`src/rtl/mem_access_unit.sv`:
```
// mem_access_unit
//   Memory front-end for the multicycle controller. Each command picks an
//   address (pc or alu_out) and runs one req/ack transaction on the shared
//   instruction/data bus. If no ack arrives within TIMEOUT_CYC cycles the
//   transaction fails. Read data goes to instr (fetch) or mdr (load).
//
// Build option
//   MEM_ALIGN_CHECK_EN  When defined, a command whose selected address has
//                       address[1:0] != 0 goes straight to FAIL and no bus
//                       request is issued.
//
// Ports
//   clk, rst                       clock (rising edge), async active-high reset
//   pc, alu_out, wdata             fetch address, load/store address, store data
//   addr_src, mem_read, mem_write  controller strobes
//   ir_write                       send read data to instr instead of mdr
//   bus_req, bus_we                bus request and write qualifier
//   bus_addr, bus_wdata            address and data latched for the transaction
//   bus_rdata, bus_ack             read data and one-cycle completion from memory
//   instr, old_pc, mdr             instruction register, its PC, memory data reg
//   busy, done, bus_err            in flight, one-cycle finish pulse, sticky error
//
// state  | meaning
// IDLE   | waiting for a strobe
// REQ    | bus_req high, counting cycles until ack
// ACK_OK | transaction completed, read data captured
// FAIL   | timeout or misaligned address, bus_err set
module mem_access_unit #(
    parameter int DATA_W      = 32,
    parameter int ADDR_W      = 32,
    parameter int TIMEOUT_CYC = 16
) (
    input  logic              clk,
    input  logic              rst,
    input  logic [ADDR_W-1:0] pc,
    input  logic [ADDR_W-1:0] alu_out,
    input  logic [DATA_W-1:0] wdata,
    input  logic              addr_src,
    input  logic              mem_read,
    input  logic              mem_write,
    input  logic              ir_write,
    output logic              bus_req,
    output logic              bus_we,
    output logic [ADDR_W-1:0] bus_addr,
    output logic [DATA_W-1:0] bus_wdata,
    input  logic [DATA_W-1:0] bus_rdata,
    input  logic              bus_ack,
    output logic [DATA_W-1:0] instr,
    output logic [ADDR_W-1:0] old_pc,
    output logic [DATA_W-1:0] mdr,
    output logic              busy,
    output logic              done,
    output logic              bus_err
);

    localparam int CNT_W = $clog2(TIMEOUT_CYC + 1);
    localparam logic [CNT_W-1:0] CNT_LAST = CNT_W'(TIMEOUT_CYC - 1);
    localparam logic [CNT_W-1:0] CNT_ONE  = CNT_W'(1);

    typedef enum logic [1:0] {IDLE, REQ, ACK_OK, FAIL} state_t;

    state_t            state, state_next;
    logic [CNT_W-1:0]  cnt;
    logic              ir_sel;
    logic              cmd;
    logic              misaligned;
    logic [ADDR_W-1:0] sel_addr;

    assign sel_addr = addr_src ? alu_out : pc;
    // A sticky error blocks all further commands until reset.
    assign cmd      = (mem_read | mem_write) & ~bus_err;

`ifdef MEM_ALIGN_CHECK_EN
    assign misaligned = (sel_addr[1:0] != 2'b00);
`else
    assign misaligned = 1'b0;
`endif

    always_ff @(posedge clk or posedge rst) begin
        if (rst) state <= IDLE;
        else     state <= state_next;
    end

    always_comb begin
        state_next = state;
        bus_req    = 1'b0;
        busy       = 1'b0;
        done       = 1'b0;
        case (state)
            IDLE: begin
                if (cmd) state_next = misaligned ? FAIL : REQ;
            end
            REQ: begin
                bus_req = 1'b1;
                busy    = 1'b1;
                if (bus_ack)              state_next = ACK_OK;
                else if (cnt == CNT_LAST) state_next = FAIL;
            end
            ACK_OK: begin
                done       = 1'b1;
                state_next = IDLE;
            end
            FAIL: begin
                done       = 1'b1;
                state_next = IDLE;
            end
            default: state_next = IDLE;
        endcase
    end

    always_ff @(posedge clk or posedge rst) begin
        if (rst) begin
            cnt       <= '0;
            ir_sel    <= 1'b0;
            bus_we    <= 1'b0;
            bus_addr  <= '0;
            bus_wdata <= '0;
            instr     <= '0;
            old_pc    <= '0;
            mdr       <= '0;
            bus_err   <= 1'b0;
        end else begin
            if (state == IDLE && cmd) begin
                // mem_write alone decides the direction, so a write wins over a read.
                bus_addr  <= sel_addr;
                bus_wdata <= wdata;
                bus_we    <= mem_write;
                ir_sel    <= ir_write;
                cnt       <= '0;
            end else if (state == REQ && !bus_ack) begin
                cnt <= cnt + CNT_ONE;
            end

            // Read data is valid only alongside ack, so it is captured on the edge
            // that moves REQ -> ACK_OK.
            if (state == REQ && bus_ack && !bus_we) begin
                if (ir_sel) begin
                    instr  <= bus_rdata;
                    old_pc <= bus_addr;
                end else begin
                    mdr <= bus_rdata;
                end
            end

            if (state_next == FAIL) bus_err <= 1'b1;
        end
    end

endmodule

```
`config.mk`:
```
export PLATFORM = sky130hd
export DESIGN_NAME = mem_access_unit
export DESIGN_NICKNAME = d
export VERILOG_FILES = /design/src/rtl/mem_access_unit.sv
export SDC_FILE = /design/constraint.sdc
export NUM_CORES = 1
export LEC_CHECK = 0
export CAP_MARGIN = 10
export CORE_MARGIN = 5
export CORE_UTILIZATION = 46
export CTS_BUF_LIST = sky130_fd_sc_hd__clkbuf_4 sky130_fd_sc_hd__clkbuf_8 sky130_fd_sc_hd__clkbuf_16
export DETAILED_ROUTE_END_ITERATION = 10
export PLACE_DENSITY = 0.87
export SLEW_MARGIN = 40
export SYNTH_ARGS = -nofsm -noshare
export SYNTH_HDL_FRONTEND = slang
export SYNTH_SLANG_ARGS = --single-unit
```
`constraint.sdc`:
```
create_clock -name clk -period 13.1 [get_ports clk]
set_input_delay 1.965 -clock clk [delete_from_list [all_inputs] [get_ports clk]]
set_output_delay 1.965 -clock clk [all_outputs]
set_load 0.03 [all_outputs]
```
==> qor.csv, run 1 <==
stage;metric;value;unit
placement;dp_slack;8830;ps
worst_setup_path;endpoint_kind;flop;
yosys;synth_edf_count;0;
global_route;grt_usage;20.5;%
cts;postCtsSetupBuffers;0;
power;vdd.ir_drop.worst;151;µV
cells_and_area;nets;852;
floorplanning;io_pins;300;
cells_and_area;multi_input_area;0.00241;mm²
global_route;antenna_found_initial;0;
yosys;avgSynthCellArea;16.5;µm²
global_route;grt.overflow.total;0;
cells_and_area;n_antenna_cell;0;
yosys;synth_ff_type;dfrtp_1;
cts;cts-root-buf;clkbuf_16;
worst_setup_path;crit_required;13390;ps
global_route;grt.busiest_layer;met2;
yosys;synth.top_cell.area_share;62.2;%
sta;relSlewSlack;51.3;%
yosys;syn_area;0.00684;mm²
global_route;grt_use_met2;36.0;%
cts;clk_pin_slew_worst_paths;60;ps
route;drc;0;
yosys;synth_area_leaders;dfrtp_1 (62%), mux2_2 (30%), mux2_1 (1.8%), buf_6 (1.5%), buf_2 (0.51%);
power;leakagePower;0.00441;µW
cts;ctsHoldBuffers;0;
yosys;ys_seq_area_share;62.2;%
power;finalPower;2990;µW
yosys;ys_warn_count;0;
worst_setup_path;worstPathArrival;4150;ps
min_path;hp-class;reg2reg;
cts;cts_num_sinks;170;
cells_and_area;stdcell_count;912;
cells_and_area;drive_gt1_share;31.5;%
yosys;synth_common_cells;mux2_2 (183), dfrtp_1 (170), mux2_1 (11), buf_6 (9), buf_2 (7);
cts;clockBufferDepth;2;
route;ant_nets;0;
global_route;grt_use_met1;22.4;%
route;drtIter0Drc;155;
cells_and_area;n_fill_cell;914;
cts;clk_latency;420;ps
floorplanning;die-height;132;µm
global_route;met3_usage;7.29;%
floorplanning;core-area;0.0146;mm²
route;dr.pass1.iters;3;
cts;htree_levels;4;
power;power_density;283;mW/mm²
yosys;synth_area_leader_cell;dfrtp_1;
floorplanning;num_rows;44;
flow_run;maxCapViolCount;0;
route;vias;4613;
placement;gp_congestion;0.808;
sta;worstMarginPinSlew;730;ps
global_route;grt_max_degree;95;
route;wl_per_cell;19.6;µm
floorplanning;dieWidth;132;µm
route;wirelength;17900;µm
yosys;async_flop_share;100;%
cells_and_area;area_growth_syn_to_layout;54.1;%
cts;cts_buffers;17;
sta;final-hold-violation-count;0;
floorplanning;dieArea;0.0174;mm²
route;viasPerCell;5.06;
placement;postPlaceCellArea;0.00993;mm²
sta;min_period;3860;ps
sta;period_share;29.4;%
placement;placedCellCount;880;
sta;rsz0062_at_grt;no;
cells_and_area;seqCellArea;0.00425;mm²
sta;fmax;259;MHz
yosys;yosysMostFrequentCell;mux2_2;
worst_setup_path;path_class;in2reg;
run_status;outcome;finished clean;
cells_and_area;design_area;0.0105;mm²
global_route;grt_pass1_wl;28200;µm
placement;portBuffers;299;
yosys;ys_seq_elements;170;
sta;setup_viol;0;
cts;post_cts_resize_count;0;
placement;hpwlAfterDp;13400;µm
worst_setup_path;start_kind;primary input;
yosys;synth_nets;552;
cts;cts_tree;done;
sta;setup_tns;0;ps
yosys;synth_cell_types;29;
sta;worst_slack;9240;ps
worst_setup_path;crit_fanout;44;
floorplanning;initial_utilization;46.9;%
sta;clock-skew-final;10.6;ps
sta;final_max_slew_viol_count;0;
global_route;grt_pass1_vias;5163;
yosys;syn_inst;415;
==> layer usage <==
layer  vias up  part of all wire (%)  routed length [µm]
met4         0                   3.2                 577
met5         -                     0                   0
met1      2309                    37                6700
li1       2080                     -                   -
met2       186                    52                9350
met3        38                   7.0                1260
==> cells by family after synthesis <==
kind of cell,synth area share [%]
buffers and inverters,2.71
XOR/XNOR,0.256
AO/OA/AOI/OAI,0.311
adder cells (fa/ha/maj),0.366
AND/OR/NAND/NOR,1.77
multiplexers,32.4
flip-flops,62.2
==> where the power goes <==
part	internal, µW	leakage [µW]	switching (µW)	total, µW
sequential	786	0.00204	157	943
combinational	717	0.00208	819	1540
clock	314	0.000296	196	510
==> critical path, stage by stage <==
cell,delay (ps)
clkdlybuf4s50_1,480
and4bb_1,270
nand2_2,410
buf_4,580
mux2_2,400
==> cell usage in the layout, fill, tap and decap left out, types with 3 or more instances in the layout <==
| master | Yosys | routed |
|---|---|---|
| mux2_1 | 11 | 11 |
| dfrtp_1 | 170 | 170 |
| clkbuf_16 | 0 | 17 |
| nor2_1 | 5 | 5 |
| buf_4 | 1 | 4 |
| clkinv_2 | 0 | 3 |
| bufinv_16 | 0 | 3 |
| clkdlybuf4s50_1 | 0 | 298 |
| clkinvlp_4 | 0 | 3 |
| mux2_2 | 183 | 183 |
==> per-stage QoR <==
step                util (%)  hold slack [ps]
CTS                     72.3              493
finish                  72.3              491
floorplan                  -              524
global route            72.3              513
global placement        68.1              467
detailed placement      68.1              474
==> worst paths after layout <==
path | startpoint | to | slack, ps | cells past startpoint
hold / removal | bus_wdata[1] | bus_wdata[1] | 490 | 1
max in group asynchronous | rst | old_pc[19] | 9950 | 3
setup / recovery | bus_ack | instr[4] | 9240 | 5
hold reg to reg | bus_wdata[1] | bus_wdata[1] | 490 | 1
min in group asynchronous | rst | bus_wdata[15] | 2060 | 2
setup reg to reg | state[1] | instr[4] | 10800 | 4
==> cell type report <==
cell class	count	share of cell area, %
clock inverter	11	1.38
timing repair buffer	304	28.7
tap	184	2.18
multi-input combinational	220	22.8
clock buffer	21	4.44
sequential	170	40.3
inverter	2	0.142
==> flip-flops by register name (all words and copies together), names as in the netlist <==
signal,count
bus_err,1
cnt,5
instr,32
bus_addr,32
bus_wdata,32
state,2
bus_we,1
mdr,32
old_pc,32
ir_sel,1
Power figures use the tool's default switching activity.
==> run 2: changes to the inputs <==
- CORE_UTILIZATION: 46 -> 42
- PLACE_DENSITY: 0.87 -> 0.8
- clock period: 13.1 -> 4.05 ns (I/O delays scaled with it)
==> qor.csv, run 2 (synthesized netlist as in run 1, its figures left out) <==
stage;metric;value;unit;change
route;drc;0;;unchanged
cells_and_area;multi_input_area;0.00241;mm²;+0.21%
cts;postCtsSetupBuffers;0;;unchanged
worst_setup_path;path_class;reg2out;;
cells_and_area;stdcell_count;944;;+3.5%
sta;rsz0062_at_grt;no;;
worst_setup_path;worstPathArrival;1840;ps;-2310 ps
cells_and_area;final_common_cell;clkdlybuf4s50_1;;
placement;portBuffers;299;;unchanged
worst_setup_path;r2r-start;state[1];;
route;vias;4551;;-1.3%
sta;period_share;60.5;%;
worst_setup_path;endpoint_kind;primary output;;
worst_setup_path;crit_required;3440;ps;-9950 ps
cells_and_area;area_growth_syn_to_layout;55.0;%;
sta;worst_slack;1600;ps;-7640 ps
sta;clock-skew-final;7.30;ps;-3.34 ps
placement;dp_slack;1280;ps;-7550 ps
route;viasPerCell;4.82;;-4.7%
floorplanning;dieWidth;138;µm;+4.3%
global_route;grt_max_degree;171;;+80%
sta;fmax;408;MHz;
worst_setup_path;crit_chain;and2b_1, clkdlybuf4s50_1;;
placement;gp_congestion;0.783;;-3.1%
cts;post_cts_resize_count;0;;unchanged
sta;setup_viol;0;;unchanged
min_path;worstHoldEndpoint;bus_wdata[2];;
run_status;outcome;finished clean;;
cells_and_area;n_antenna_cell;0;;unchanged
worst_setup_path;path_delay_family;buffers and inverters;;
floorplanning;num_rows;46;;+4.5%
global_route;antenna_found_initial;0;;unchanged
cells_and_area;nets;853;;+0.12%
route;ant_nets;0;;unchanged
floorplanning;die-height;138;µm;+4.3%
sta;min_period;2450;ps;
cts;cts-root-buf;clkbuf_16;;
power;vdd.ir_drop.worst;454;µV;+200%
placement;placedCellCount;912;;+3.6%
worst_setup_path;worst-r2r-setup-slack;1980;ps;-8820 ps
cts;clk_latency;410;ps;about the same
floorplanning;io_pins;300;;unchanged
worst_setup_path;r2r-end;old_pc[1];;
min_path;min_from;bus_wdata[2];;
worst_setup_path;start_kind;flop;;
worst_setup_path;crit_fanout;6;;-86%
flow_run;maxCapViolCount;0;;unchanged
worst_setup_path;slowest_delay;690;ps;+110 ps
route;wirelength;17400;µm;-2.5%
cts;cts_tree;done;;
floorplanning;dieArea;0.0189;mm²;+8.8%
worst_setup_path;crit_slowest_cell;clkdlybuf4s50_1;;
power;leakagePower;0.00442;µW;+0.19%
cts;htree_levels;4;;unchanged
global_route;grt.overflow.total;0;;unchanged
worst_setup_path;reg2reg_depth;4;;unchanged
cells_and_area;final_core_util;66.5;%;-5.8 points
cells_and_area;n_fill_cell;1138;;+25%
global_route;grt_usage;18.4;%;-2.1 points
cells_and_area;layout_common_cells;clkdlybuf4s50_1 (298), mux2_2 (183), dfrtp_1 (170);;
placement;hpwlAfterDp;13100;µm;-2.6%
sta;hold_slack;489;ps;-1.30 ps
sta;final-hold-violation-count;0;;unchanged
global_route;grt_pass1_vias;5100;;-1.2%
worst_setup_path;cp.buffers_inverters;1;;-1
cts;ctsHoldBuffers;0;;unchanged
global_route;grt_pass1_wl;27000;µm;-4.5%
route;wl_per_cell;18.5;µm;-5.8%
cells_and_area;seqCellArea;0.00425;mm²;unchanged
cts;clk_pin_slew_worst_paths;60;ps;about the same
route;drtIter0Drc;164;;+5.8%
route;dr.pass1.iters;4;;+1
power;power_density;902;mW/mm²;+220%
sta;final_max_slew_viol_count;0;;unchanged
sta;setup_tns;0;ps;unchanged
cts;cts_buffers;17;;unchanged
min_path;hp-class;reg2reg;;
floorplanning;core-area;0.0159;mm²;+9.3%
min_path;min_path_cells;1;;unchanged
cts;cts_num_sinks;170;;unchanged
cells_and_area;drive_gt1_share;31.5;%;unchanged
worst_setup_path;setup.worst_path.start;state[1];;
cts;clockBufferDepth;2;;unchanged
sta;worstMarginPinSlew;793;ps;+63.1 ps
sta;relSlewSlack;47.1;%;-4.2 points
floorplanning;initial_utilization;42.9;%;-4.0 points
-- run 2: changes by cell type in the layout (fill, tap and decap cells not counted), moves of 2 or more --
cell,change
buf_12,+2
buf_4,-2
bufinv_16,-2
clkbuf_4,-2
clkbuf_8,+2
-- run 2: metrics by stage --
step                      power (µW)  area, µm²
final                           9570      10600
after global routing           10000      10600
after detailed placement        8100      10000
after global placement          7960       9990
after CTS                       9680      10600
after floorplan                 5900       6850
-- run 2: worst register-to-register path, delay by kind of cell (launching register included) --
family	cells	cell delay [ps]
DFF	1	470
and+or+nand+nor	2	770
buffers and inverters	1	330
muxes	1	390
-- run 2: power by group --
part,internal (µW),switching [µW]
sequential,2540,514
clock,909,646
combinational,2330,2630
total,5780,3790
-- run 2: worst max path at each step --
stage                              to  slack [ps]  depth (start not counted)
final                         bus_req        1600                          2
after global routing             busy        1530                          2
after CTS                     bus_req        1580                          2
after detailed placement    instr[19]        1280                          5
after global placement        mdr[12]        1270                          4
after floorplan           bus_addr[0]        1270                          1
-- run 2: per-layer routing --
layer  track usage, %  vias to the layer above  routed length (µm)
met5                0                        -                   0
met4             6.65                        0                 450
met3             7.49                       33                1710
met2             31.0                      188                8840
met1             21.1                     2254                6430
li1                 -                     2076                   -
-- run 2: cell type report --
| type | count | area share, % |
|---|---|---|
| inverters | 2 | 0.106 |
| multi-input cells | 220 | 22.7 |
| flip-flops and latches | 170 | 40.1 |
| well taps | 216 | 2.55 |
| clock inverters | 10 | 0.873 |
| repair buffers | 305 | 29.1 |
| clock buffers | 21 | 4.53 |
==> run 3: changes to the inputs <==
- CORE_UTILIZATION: 42 -> 38
- PLACE_DENSITY: 0.8 -> 0.76
- clock period: 4.05 -> 2.24 ns (I/O delays scaled with it)
==> qor.csv, run 3 (synthesized netlist as in run 1, its figures left out) <==
stage;metric;value;unit;change
power;p_seq_share;31.3;%;-0.6 points
sta;worst_slack;291;ps;-1310 ps
route;vias;4572;;+0.46%
worst_setup_path;crit_chain;clkdlybuf4s50_1;;
power;combinationalPowerShare;51.5;%;-0.3 points
floorplanning;die-height;144;µm;+4.8%
cts;clockBufferDepth;2;;unchanged
power;pwr-share-clk;17.3;%;+1.0 points
worst_setup_path;endpoint_kind;primary output;;
sta;hold_slack;443;ps;-46.3 ps
floorplanning;num_rows;49;;+6.5%
cts;cts_buffers;17;;unchanged
route;dr.pass1.iters;4;;unchanged
cts;post_cts_resize_count;0;;unchanged
sta;setup_tns;0;ps;unchanged
sta;setup_viol;0;;unchanged
power;intPower;10700;µW;+85%
worst_setup_path;path_class;reg2out;;
cells_and_area;nets;856;;+0.35%
route;ant_nets;0;;unchanged
route;wl_per_cell;18.2;µm;-1.3%
sta;clock-skew-final;11.1;ps;+3.84 ps
global_route;grt_pass1_wl;26700;µm;-0.90%
power;vdd.ir_drop.worst;927;µV;+100%
worst_setup_path;crit_slowest_cell;clkdlybuf4s50_1;;
placement;dp_slack;212;ps;-1070 ps
placement;portBuffers;299;;unchanged
placement;gp_congestion;0.737;;-6.0%
cts;clk_pin_slew_worst_paths;70;ps;about the same
worst_setup_path;crit_required;1900;ps;-1540 ps
floorplanning;dieWidth;144;µm;+4.8%
worst_setup_path;cp.buffers_inverters;1;;unchanged
route;drc;0;;unchanged
cells_and_area;drive_gt1_share;31.8;%;+0.37 points
sta;relSlewSlack;67.8;%;+21 points
route;wirelength;17500;µm;+0.50%
global_route;grt_usage;16.5;%;-1.9 points
global_route;grt_max_degree;94;;-45%
sta;final_max_slew_viol_count;0;;unchanged
sta;final-hold-violation-count;0;;unchanged
global_route;grt.overflow.total;0;;unchanged
power;switching_power;6850;µW;+81%
placement;hpwlAfterDp;13300;µm;+1.7%
worst_setup_path;crit_fanout;6;;unchanged
cells_and_area;n_antenna_cell;0;;unchanged
sta;min_period;1950;ps;
route;viasPerCell;4.76;;-1.3%
floorplanning;io_pins;300;;unchanged
cells_and_area;layout_common_cells;clkdlybuf4s50_1 (296), mux2_2 (183), dfrtp_1 (170);;
cells_and_area;final_common_cell;clkdlybuf4s50_1;;
cells_and_area;stdcell_count;961;;+1.8%
run_status;outcome;finished clean;;
flow_run;maxCapViolCount;0;;unchanged
worst_setup_path;slowest_delay;730;ps;+40 ps
min_path;hp-class;in2async;;
worst_setup_path;path_delay_family;buffers and inverters;;
worst_setup_path;worstPathArrival;1610;ps;-230 ps
sta;period_share;87.0;%;
power;leakagePower;0.00450;µW;+1.7%
cts;cts_tree;done;;
power;power_density;1640;mW/mm²;+81%
cts;cts-root-buf;clkbuf_16;;
placement;placedCellCount;929;;+1.9%
floorplanning;initial_utilization;38.4;%;-4.6 points
global_route;grt_pass1_vias;5028;;-1.4%
cells_and_area;area_growth_syn_to_layout;56.8;%;
cts;ctsHoldBuffers;0;;unchanged
global_route;antenna_found_initial;0;;unchanged
power;sw_frac_of_total;39.0;%;-0.58 points
cts;clk_latency;410;ps;about the same
cts;postCtsSetupBuffers;0;;unchanged
worst_setup_path;start_kind;flop;;
sta;worstMarginPinSlew;483;ps;-310 ps
cts;cts_num_sinks;170;;unchanged
sta;rsz0062_at_grt;no;;
sta;fmax;513;MHz;
floorplanning;core-area;0.0178;mm²;+12%
route;drtIter0Drc;145;;-12%
floorplanning;dieArea;0.0208;mm²;+9.7%
cts;htree_levels;4;;unchanged
==> run 3: cell types whose count changed in the layout (fill, tap and decap cells not counted), sizes merged <==
cell / before / now
clkinv: 7 / 5
dlymetal6s2s: 0 / 2
bufinv: 1 / 3
clkinvlp: 2 / 1
buf: 7 / 10
clkdlybuf4s50: 298 / 296
inv: 2 / 5
clkbuf: 21 / 20
==> run 3: final timing paths <==
path | startpoint | end | slack [ps] | cells after the start
max in group asynchronous | rst | bus_wdata[20] | 1410 | 3
setup reg to reg | state[1] | bus_wdata[14] | 510 | 3
setup / recovery | state[1] | done | 290 | 1
hold / removal | rst | bus_addr[25] | 440 | 3
hold reg to reg | bus_wdata[3] | bus_wdata[3] | 490 | 1
min in group clk | bus_wdata[3] | bus_wdata[3] | 490 | 1
==> run 3: layout make-up <==
type / count / area [µm²]
multi-input cells: 220 / 2410
clock inverters: 12 / 161
well taps: 229 / 287
fillers: 1370 / 7110
clock buffers: 20 / 460
repair buffers: 308 / 3150
flip-flops and latches: 170 / 4250
inverters: 2 / 11.3
==> run 3: layer usage <==
metal | global-route usage, % | vias up | wire, µm
met2 | 29.3 | 174 | 9190
met3 | 5.49 | 23 | 1550
met1 | 19.1 | 2286 | 6490
met4 | 4.86 | 0 | 301
met5 | 0 | - | 0
li1 | - | 2089 | -
==> run 3: power groups by stage <==
stage	clock network (µW)	logic [µW]	registers, µW
global route	3270	9460	5700
CTS	3110	9180	5520
detailed placement	0	9150	5560
finish	3030	9040	5500
global placement	0	9000	5460
floorplan	0	2320	8360
==> run 3: metrics by stage <==
step	power [µW]	instance area (µm²)	utilization [%]
2_1_floorplan	10700	6850	-
3_3_place_gp	14500	10100	56.7
3_5_place_dp	14700	10100	56.7
4_1_cts	17800	10700	60.1
5_1_grt	18400	10700	60.2
6_report	17600	10700	60.2
